`src/rtl/elevator_request_latch.sv`:
```
// Floor-request front end: synchronises momentary keys into toggling request bits
// and clears a request once the car has dwelt on that floor, opening the door.
module elevator_request_latch #(
    parameter int FLOORS = 10,
    parameter int DWELL  = 4
) (
    input  logic              CLK,
    input  logic              Reset,
    input  logic [FLOORS-1:0] key_in,
    input  logic [3:0]        Layer,
    output logic [FLOORS-1:0] buttons,
    output logic              door_open,
    output logic              arrived
);

    typedef enum logic [1:0] {IDLE, COUNT, OPEN} state_t;

    localparam logic [3:0] CNT_LAST = 4'(DWELL - 1);

    logic [FLOORS-1:0] s1, s2, s3;
    logic [FLOORS-1:0] rise;
    logic [FLOORS-1:0] floor_mask;
    logic [FLOORS-1:0] clear_mask;
    logic [FLOORS-1:0] ignore_mask;
    logic [FLOORS-1:0] buttons_nxt;
    logic [3:0]        layer_q;
    logic [3:0]        cnt, cnt_nxt;
    logic              layer_stable;
    logic              floor_req;
    logic              arrive_nxt;
    state_t            state, state_nxt;

    // Key synchroniser and edge detect
    always_ff @(posedge CLK or negedge Reset) begin
        if (!Reset) begin
            s1 <= '0;
            s2 <= '0;
            s3 <= '0;
        end else begin
            s1 <= key_in;
            s2 <= s1;
            s3 <= s2;
        end
    end

    assign rise = s2 & ~s3;

    // An out-of-range floor shifts the one-hot bit off the top, so it never matches.
    assign floor_mask   = FLOORS'(1) << Layer;
    assign layer_stable = (Layer == layer_q);
    assign floor_req    = |(buttons & floor_mask);

    always_comb begin
        state_nxt   = state;
        cnt_nxt     = cnt;
        clear_mask  = '0;
        ignore_mask = '0;
        arrive_nxt  = 1'b0;
        case (state)
            IDLE: begin
                if (layer_stable && floor_req) begin
                    state_nxt = COUNT;
                    cnt_nxt   = 4'd0;
                end
            end
            COUNT: begin
                if (!layer_stable || !floor_req) begin
                    state_nxt = IDLE;
                    cnt_nxt   = 4'd0;
                end else if (cnt == CNT_LAST) begin
                    state_nxt  = OPEN;
                    clear_mask = floor_mask;
                    arrive_nxt = 1'b1;
                    cnt_nxt    = 4'd0;
                end else begin
                    cnt_nxt = cnt + 4'd1;
                end
            end
            OPEN: begin
                ignore_mask = floor_mask;
                if (cnt == CNT_LAST) begin
                    state_nxt = IDLE;
                    cnt_nxt   = 4'd0;
                end else begin
                    cnt_nxt = cnt + 4'd1;
                end
            end
            default: begin
                state_nxt = IDLE;
                cnt_nxt   = 4'd0;
            end
        endcase
    end

    // Clear is applied after the toggle so it wins a same-edge collision.
    assign buttons_nxt = (buttons ^ (rise & ~ignore_mask)) & ~clear_mask;

    // Registered request vector, floor tracker and FSM
    always_ff @(posedge CLK or negedge Reset) begin
        if (!Reset) begin
            state     <= IDLE;
            cnt       <= 4'd0;
            buttons   <= '0;
            layer_q   <= 4'd0;
            door_open <= 1'b0;
            arrived   <= 1'b0;
        end else begin
            state     <= state_nxt;
            cnt       <= cnt_nxt;
            buttons   <= buttons_nxt;
            layer_q   <= Layer;
            door_open <= (state_nxt == OPEN);
            arrived   <= arrive_nxt;
        end
    end

endmodule

```
`config.mk`:
```
export PLATFORM = sky130hd
export DESIGN_NAME = elevator_request_latch
export DESIGN_NICKNAME = d
export VERILOG_FILES = /design/src/rtl/elevator_request_latch.sv
export SDC_FILE = /design/constraint.sdc
export NUM_CORES = 1
export LEC_CHECK = 0
export CAP_MARGIN = 10
export CELL_PAD_IN_SITES_DETAIL_PLACEMENT = 0
export CELL_PAD_IN_SITES_GLOBAL_PLACEMENT = 2
export CORE_ASPECT_RATIO = 0.7
export CORE_MARGIN = 2
export CORE_UTILIZATION = 39
export DETAILED_ROUTE_END_ITERATION = 16
export PLACE_DENSITY = 0.88
export SLEW_MARGIN = 10
export SYNTH_ARGS = -nofsm -noshare
export SYNTH_HDL_FRONTEND = slang
export SYNTH_SLANG_ARGS = --single-unit
export TNS_END_PERCENT = 50
```
`constraint.sdc`:
```
create_clock -name CLK -period 3.55 [get_ports CLK]
set_clock_uncertainty 0.2 [all_clocks]
set_input_delay 0.8875 -clock CLK [delete_from_list [all_inputs] [get_ports CLK]]
set_output_delay 0.8875 -clock CLK [all_outputs]
set_load 0.1 [all_outputs]
```
==> Yosys cells after proc, flatten, opt, wreduce, memory -nomap -nowiden <==
Cells that the tools add are included.
{ "word_totals": {"out_inout_bits": 12, "input_bits": 16, "wordCells": 47, "regBits": 52} }
{ "classes": {"n_mux": 16, "n_eq_ne": 6, "n_shift": 1, "addsub": 1, "bitwise": 8, "n_reduce_logical": 6} }
{ "ops": {"columns": ["cell", "n"], "rows": [
  ["10-bit AND", 4],
  ["10-bit two-way mux", 4],
  ["10-bit NOT", 3],
  ["4-bit two-way mux", 3],
  ["4-bit one-hot mux with 3 select lines", 1],
  ["10-bit OR reduction", 1],
  ["1-bit by 4-bit left shift with 10-bit output, first input constant", 1],
  ["10-bit XOR", 1],
  ["2-bit two-way mux", 4],
  ["2-bit one-hot mux with 3 select lines", 1],
  ["4-bit by 1-bit adder with 4-bit output, second input constant", 1],
  ["2-bit == test, second input constant", 2],
  ["4-bit by 2-bit == test with 1-bit output, second input constant", 1],
  ["4-bit == test", 1],
  ["1-bit two-way mux", 3],
  ["2-bit by 1-bit == test with 1-bit output, second input constant", 1],
  ["1-bit zero test", 2],
  ["2-bit zero test", 1],
  ["2-bit != test, second input constant", 1],
  ["1-bit logical AND", 1],
  ["1-bit logical OR", 1]
]} }

==> Depth between registers and ports, before layout <==
Gate-level depths: netlist of the first run.
{ "depth": {"ltp_word": 9, "ltp_mapped": 9, "mapped_depth_nobuf": 7} }

==> Worst setup path before layout of the first run <==
Ideal clock, no wire load.
{ "synth_timing": {"kind": "input-to-reg", "startpoint": "input Layer[3]", "endpoint": "register buttons[3]", "stages": 8, "slack_ns": 0.712, "arrival_ns": 2.554, "cell_sequence": "clkbuf_1 -> mux2_2 -> a222oi_1 -> o311ai_1 -> and2_1 -> and3_4 -> buf_6 -> a41oi_2"} }
{ "synth_between": {"elab_chain_len": 9, "elab_cells_between_ends": 16, "cone_classes": "eq/ne (1); shift (1); mux (4); bitwise (6); reduce/logical (4)"} }
{ "synth_lines": {"columns": ["item", "line_no", "text"], "rows": [
  ["start: declaration", "10", "input logic [3:0] Layer,"],
  ["1-bit by 4-bit left shift with 10-bit output", "49", "assign floor_mask = FLOORS'(1) << Layer;"],
  ["10-bit AND", "51", "assign floor_req = |(buttons & floor_mask);"],
  ["10-bit OR reduction", "51", null],
  ["1-bit zero test", "67", "if (!layer_stable || !floor_req) begin"],
  ["1-bit logical OR", "67", null],
  ["10-bit two-way mux", "67", null],
  ["10-bit two-way mux", "59", "case (state)"],
  ["10-bit NOT", "96", "assign buttons_nxt = (buttons ^ (rise & ~ignore_mask)) & ~clear_mask;"],
  ["10-bit AND *", "96", null],
  ["named net buttons_nxt[3]", "25", "logic [FLOORS-1:0] buttons_nxt;"],
  ["end signal: assignment", "110", "buttons <= buttons_nxt;"],
  ["end: declaration", "11", "output logic [FLOORS-1:0] buttons,"]
]} }
Mark *: on every way through the listed nets, which the timed path passes. The rest lies on a longest branch.
A chain may end at the register's enable or synchronous reset.

==> Worst setup path in the final report of the first run <==
{ "layout_timing": {"startpoint": "input Layer[2]", "endpoint": "register buttons[7]"} }
The elaborated chain is that of the path after synthesis.

==> results.cfg, run 1 <==
[synth]
ys.flop_type = dfrtp_1
synth_edf_count = 0
synth_nets = 188
ys.warnings.count = 0
netlist_area_sq_mm = 0.00209
synthCells = 167
synth_area_per_cell_sq_um = 12.5
ys_ff_latch = 52
async_reset_ff_share_pct = 100
yosysSeqAreaShare_pct = 62.2
synth.distinct_cells = 40

[finish]
fin_nets = 221
antenna_cells = 0
layout_commonest_cell = dfrtp_1
synthToLayoutAreaGrowth_pct = 22.2
final_cell_mix = dfrtp_1 (52), buf_4 (20), clkdlybuf4s50_1 (14)
n_fill_cell = 463
drive_above_1_share_pct = 17.4

[floorplanning]
rows = 22
start_util_pct = 40.2
top_level_ports = 28
dieArea_sq_mm = 0.00598
fp.dieW_microns = 91.6
core_sq_mm = 0.00520
die_h_microns = 65.3

[cts]
cts_tree = done
clock_latency_ns = 0.31
clock_path_buffers = 2
cts_setup_buffers = 0
hold_buffers = 0
cts.repair.resized = 0
h-tree-depth = 2
cts_made_buffers = 5
clock-sinks = 52
cts_root_buf = clkbuf_8
cts.clk_slew.worst_paths_ns = 0.09

[sta]
finalHoldViolations = 0
fin_crit_ns = 3.00
timing.hold.ws_ns = 0.148
setup_total_negative_slack_ns = 0
worstMarginPinSlew_ns = 0.662
fin_crit_sh_pct = 84.4
setup_violations = 0
rsz0062_at_grt = no
max_slew_margin_pct = 55.8
max_freq_ghz = 0.334
finalMaxSlewViolations = 0

[critical_path]
cp-startpoint = Layer[2]
start_kind = primary input
arrival_ns = 3.02
slowest_delay_ns = 0.59
crit_required_ns = 3.58
critPathCaptureType = flop
worstSetupPathType = primary input to flop
r2r_start = buttons[2]$_DFF_PN0_
slowest_stage = clkdlybuf4s50_1
cp_cell_sequence = clkdlybuf4s50_1 -> mux2_2 -> a222oi_1 -> o311ai_1 -> and2_1 -> and3_4 -> a41oi_1
path_max_fanout = 11

[routing]
routed_wl_microns = 4000
wire_per_inst_microns = 14.7
antenna_left = 0
drc = 0
dr.pass1.iters = 5
drt_iter0_drc = 75
avgViaCountPerCell = 5.00
via_count = 1365

[global_routing]
grt_pass1_wl_microns = 6670
antenna_found_initial = 0
grt_pass1_vias = 1420
grt_usage_pct = 14.6
grt_max_degree = 53
grt_overflow = 0

[min_path]
hold_start = s1[8]$_DFF_PN0_
holdCritPathClass = flop to flop

[power_and_ir_drop]
p_per_area_mw_per_mm2 = 771
peakVddDrop_mv = 0.304
p_leak_nw = 1.12

[placed_design]
numPortBuffers = 27
gp_congestion = 0.847
dp.final_hpwl_microns = 2780

[job]
max-cap-violations = 0

[run_status]
status = completed
==> stage by stage <==
stage	total power [W]	area, sq um	worst slack, ns	cells	util [%]
2_1_floorplan	0.00135	2090	0.712	167	-
3_3_place_gp	0.00154	2430	0.278	265	46.7
3_5_place_dp	0.00155	2430	0.229	265	46.7
4_1_cts	0.00199	2560	0.568	273	49.1
5_1_grt	0.00206	2560	0.449	273	49.2
6_report	0.00197	2560	0.554	273	49.2
==> Yosys cell counts (all sizes together), types with 2 or more instances <==
cell type / n / area [sq um]
dfrtp: 52 / 1300
inv: 12 / 45.0
xnor2: 8 / 70.1
a31oi: 7 / 43.8
a311oi: 6 / 52.6
nor2: 6 / 22.5
xor2: 6 / 52.6
a21oi: 5 / 25.0
ha: 5 / 62.6
nand2: 5 / 18.8
nand3b: 5 / 37.5
and3: 4 / 30.0
buf: 4 / 26.3
clkbuf: 4 / 15.0
nor3: 4 / 20.0
nor3b: 4 / 30.0
o21ai: 4 / 20.0
mux2: 3 / 37.5
nand2b: 3 / 18.8
a31o: 2 / 17.5
a41oi: 2 / 25.0
nand4: 2 / 12.5
nor2b: 2 / 12.5
o31ai: 2 / 15.0
==> registers in the layout (all words and copies together), names as in the netlist <==
| register | cells |
|---|---|
| arrived | 1 |
| buttons | 10 |
| cnt | 4 |
| door_open | 1 |
| layer_q | 4 |
| s1 | 10 |
| s2 | 10 |
| s3 | 10 |
| state | 2 |
==> path summary, 6_finish.rpt <==
check | to | slack [ns] | cells after the start
setup / recovery | buttons[7]$_DFF_PN0_ | 0.55 | 7
hold reg to reg | s2[8]$_DFF_PN0_ | 0.15 | 0
min in group asynchronous | s1[2]$_DFF_PN0_ | 0.40 | 1
hold / removal | s2[8]$_DFF_PN0_ | 0.15 | 0
setup reg to reg | buttons[7]$_DFF_PN0_ | 1.34 | 6
max in group asynchronous | s1[8]$_DFF_PN0_ | 2.32 | 1
==> critical path, delay by kind of cell <==
family,cells,cell delay [ns]
AOI/OAI and AO/OA,3,0.72
muxes,1,0.37
buffers and inverters,1,0.59
and+or+nand+nor,2,0.46
==> cell type report <==
cell class                 instances  area [sq um]  area share, %
clock inverter                     1          30.0           1.17
inverter                          12          45.0           1.76
multi-input combinational         95           706           27.6
tap                               72          90.1           3.52
clock buffer                       7          96.3           3.77
timing repair buffer              34           290           11.3
sequential                        52          1300           50.9
==> per-layer routing <==
metal | track usage [%] | vias up | routed length, microns | share of wire (%)
met5 | 0 | - | 0 | 0
met2 | 23.4 | 27 | 1890 | 47
li1 | - | 652 | - | -
met3 | 4.93 | 6 | 172 | 4.3
met4 | 4.92 | 0 | 48 | 1.2
met1 | 18.7 | 680 | 1890 | 47
==> report_power, final <==
part	internal [W]	switching (W)
clock network	0.000249	0.000185
logic	0.000205	0.000573
registers	0.000675	0.0000860
==> kinds of logic after synthesis <==
| kind of cell | count (synthesis) | share of synthesized area [%] |
|---|---|---|
| compound gates | 34 | 12.1 |
| xor+xnor | 14 | 5.86 |
| fa+ha+maj | 5 | 2.99 |
| buf+inv | 20 | 4.12 |
| flops | 52 | 62.2 |
| mux | 3 | 1.79 |
| simple gates | 39 | 10.9 |
Power figures use the tool's default switching activity.
==> inputs of run 2 (changes only) <==
--- a/config.mk
+++ b/config.mk
@@ -10,9 +10,9 @@
 export CELL_PAD_IN_SITES_GLOBAL_PLACEMENT = 2
 export CORE_ASPECT_RATIO = 0.7
 export CORE_MARGIN = 2
-export CORE_UTILIZATION = 39
+export CORE_UTILIZATION = 36
 export DETAILED_ROUTE_END_ITERATION = 16
-export PLACE_DENSITY = 0.88
+export PLACE_DENSITY = 0.83
 export SLEW_MARGIN = 10
 export SYNTH_ARGS = -nofsm -noshare
 export SYNTH_HDL_FRONTEND = slang
==> constraint.sdc (replaced) <==
create_clock -name CLK -period 2.95 [get_ports CLK]
set_clock_uncertainty 0.2 [all_clocks]
set_input_delay 0.7375 -clock CLK [delete_from_list [all_inputs] [get_ports CLK]]
set_output_delay 0.7375 -clock CLK [all_outputs]
set_load 0.1 [all_outputs]
==> run 2 against run 1 <==
Cell count rose by 3.3%. Critical path depth did not move. First-iteration DRC count rose by 49%. Critical endpoint is now cnt[1]$_DFFE_PN0P_.
==> results.cfg, run 2 (synthesis gave the netlist of run 1 again) <==
[cts]
clock_path_buffers = 2
h-tree-depth = 2
cts_root_buf = clkbuf_8
cts.repair.resized = 0
hold_buffers = 0
cts_setup_buffers = 0
cts_made_buffers = 5
clock_latency_ns = 0.30
clock-sinks = 52
cts_tree = done
cts.clk_slew.worst_paths_ns = 0.09

[global_routing]
grt_usage_pct = 14.3
grt_pass1_vias = 1389
grt_overflow = 0
grt_max_degree = 53
grt_pass1_wl_microns = 6770
antenna_found_initial = 0

[floorplanning]
core_sq_mm = 0.00567
fp.dieW_microns = 95.1
dieArea_sq_mm = 0.00645
rows = 23
die_h_microns = 67.8
top_level_ports = 28
start_util_pct = 36.9

[routing]
dr.pass1.iters = 4
via_count = 1390
antenna_left = 0
routed_wl_microns = 4210
drt_iter0_drc = 112
avgViaCountPerCell = 4.93
wire_per_inst_microns = 14.9
drc = 0

[critical_path]
start_kind = primary input
r2r_start = buttons[6]$_DFF_PN0_
cp-startpoint = Layer[3]
critPathBufInv = 1
critPathTopFamily = compound AO/OA/AOI/OAI gates
worstSetupPathType = primary input to flop
cp_cell_sequence = clkdlybuf4s50_1 -> mux2_2 -> a222oi_1 -> o311ai_2 -> a21boi_2 -> nand3b_1 -> o21ai_0
slowest_delay_ns = 0.59
arrival_ns = 2.85
slowest_stage = clkdlybuf4s50_1
path_max_fanout = 6
critPathCaptureType = flop
crit_required_ns = 2.93

[power_and_ir_drop]
p_switching_w = 0.00104
p_leak_nw = 1.16
clockPowerShare_pct = 25.8
swShare_pct = 41.1
p_seq_share_pct = 36.2
p_int_w = 0.00149
p_per_area_mw_per_mm2 = 959
comb_power_share_pct = 38.0
peakVddDrop_mv = 0.665

[finish]
layout_commonest_cell = dfrtp_1
antenna_cells = 0
final_cell_mix = dfrtp_1 (52), buf_4 (25), clkdlybuf4s50_1 (14)
fin_area_sq_mm = 0.00265
final_util_pct = 46.7
n_fill_cell = 508
fin_nets = 227
synthToLayoutAreaGrowth_pct = 26.4
finalNonFillerCells = 282
drive_above_1_share_pct = 20.3

[min_path]
hold_start = s1[2]$_DFF_PN0_
holdCritPathClass = flop to flop

[sta]
worstMarginPinSlew_ns = 0.656
fin_crit_sh_pct = 97.3
finalMaxSlewViolations = 0
fin_crit_ns = 2.87
max_slew_margin_pct = 56.2
setup_total_negative_slack_ns = 0
setup_violations = 0
finalHoldViolations = 0
setup_ws_ns = 0.0790
max_freq_ghz = 0.348

[placed_design]
numPortBuffers = 27
placed_area_sq_mm = 0.00248
gp_congestion = 0.777
dp.final_hpwl_microns = 2920
placedCellCount = 274
post-place-ws_ns = -0.187

[job]
max-cap-violations = 0

[run_status]
status = completed
## run 2: final timing paths
path	end	slack, ns	cells after the start
max	cnt[1]$_DFFE_PN0P_	0.08	7
min	s2[2]$_DFF_PN0_	0.15	0
max reg2reg	cnt[1]$_DFFE_PN0P_	0.68	6
min reg2reg	s2[2]$_DFF_PN0_	0.15	0
max in group asynchronous	s2[8]$_DFF_PN0_	1.77	2
min in group asynchronous	cnt[0]$_DFFE_PN0P_	0.34	2
## run 2: final cells by class
cell class	instances	area (sq um)	share of cell area, %
inverter	12	45.0	1.70
clock inverter	3	90.1	3.41
timing repair buffer	40	333	12.6
multi-input combinational	95	713	27.0
sequential	52	1300	49.2
tap	75	93.8	3.55
clock buffer	5	68.8	2.60
## run 2: power by group through the flow
stage | clock, W | combinational [W] | sequential, W
after CTS | 0.000670 | 0.000963 | 0.000921
final | 0.000655 | 0.000963 | 0.000919
after detailed placement | 0 | 0.000961 | 0.000934
after global routing | 0.000701 | 0.00100 | 0.000937
after floorplan | 0 | 0.000219 | 0.00141
after global placement | 0 | 0.000943 | 0.000936
## run 2: per-layer routing
metal,track usage (%),up-vias,wire (microns),share of wire [%]
met4,4.35,0,33,0.78
met3,4.02,5,190,4.5
li1,-,663,-,-
met1,19.7,696,2120,50
met2,22.0,26,1860,44
met5,0,-,0,0
## run 2: through the flow
stage	power [W]	hold WS (ns)
after floorplan	0.00163	0.131
after global placement	0.00188	0.132
after detailed placement	0.00190	0.136
after CTS	0.00255	0.157
after global routing	0.00264	0.163
final	0.00254	0.153
## run 2: worst register-to-register path, cell delays in order, from the launching register on
cell and delay (ns):
dfrtp_1 0.43, mux2_4 0.27, a222oi_1 0.38, o311ai_2 0.22
a21boi_2 0.34, nand3b_1 0.20, o21ai_0 0.10
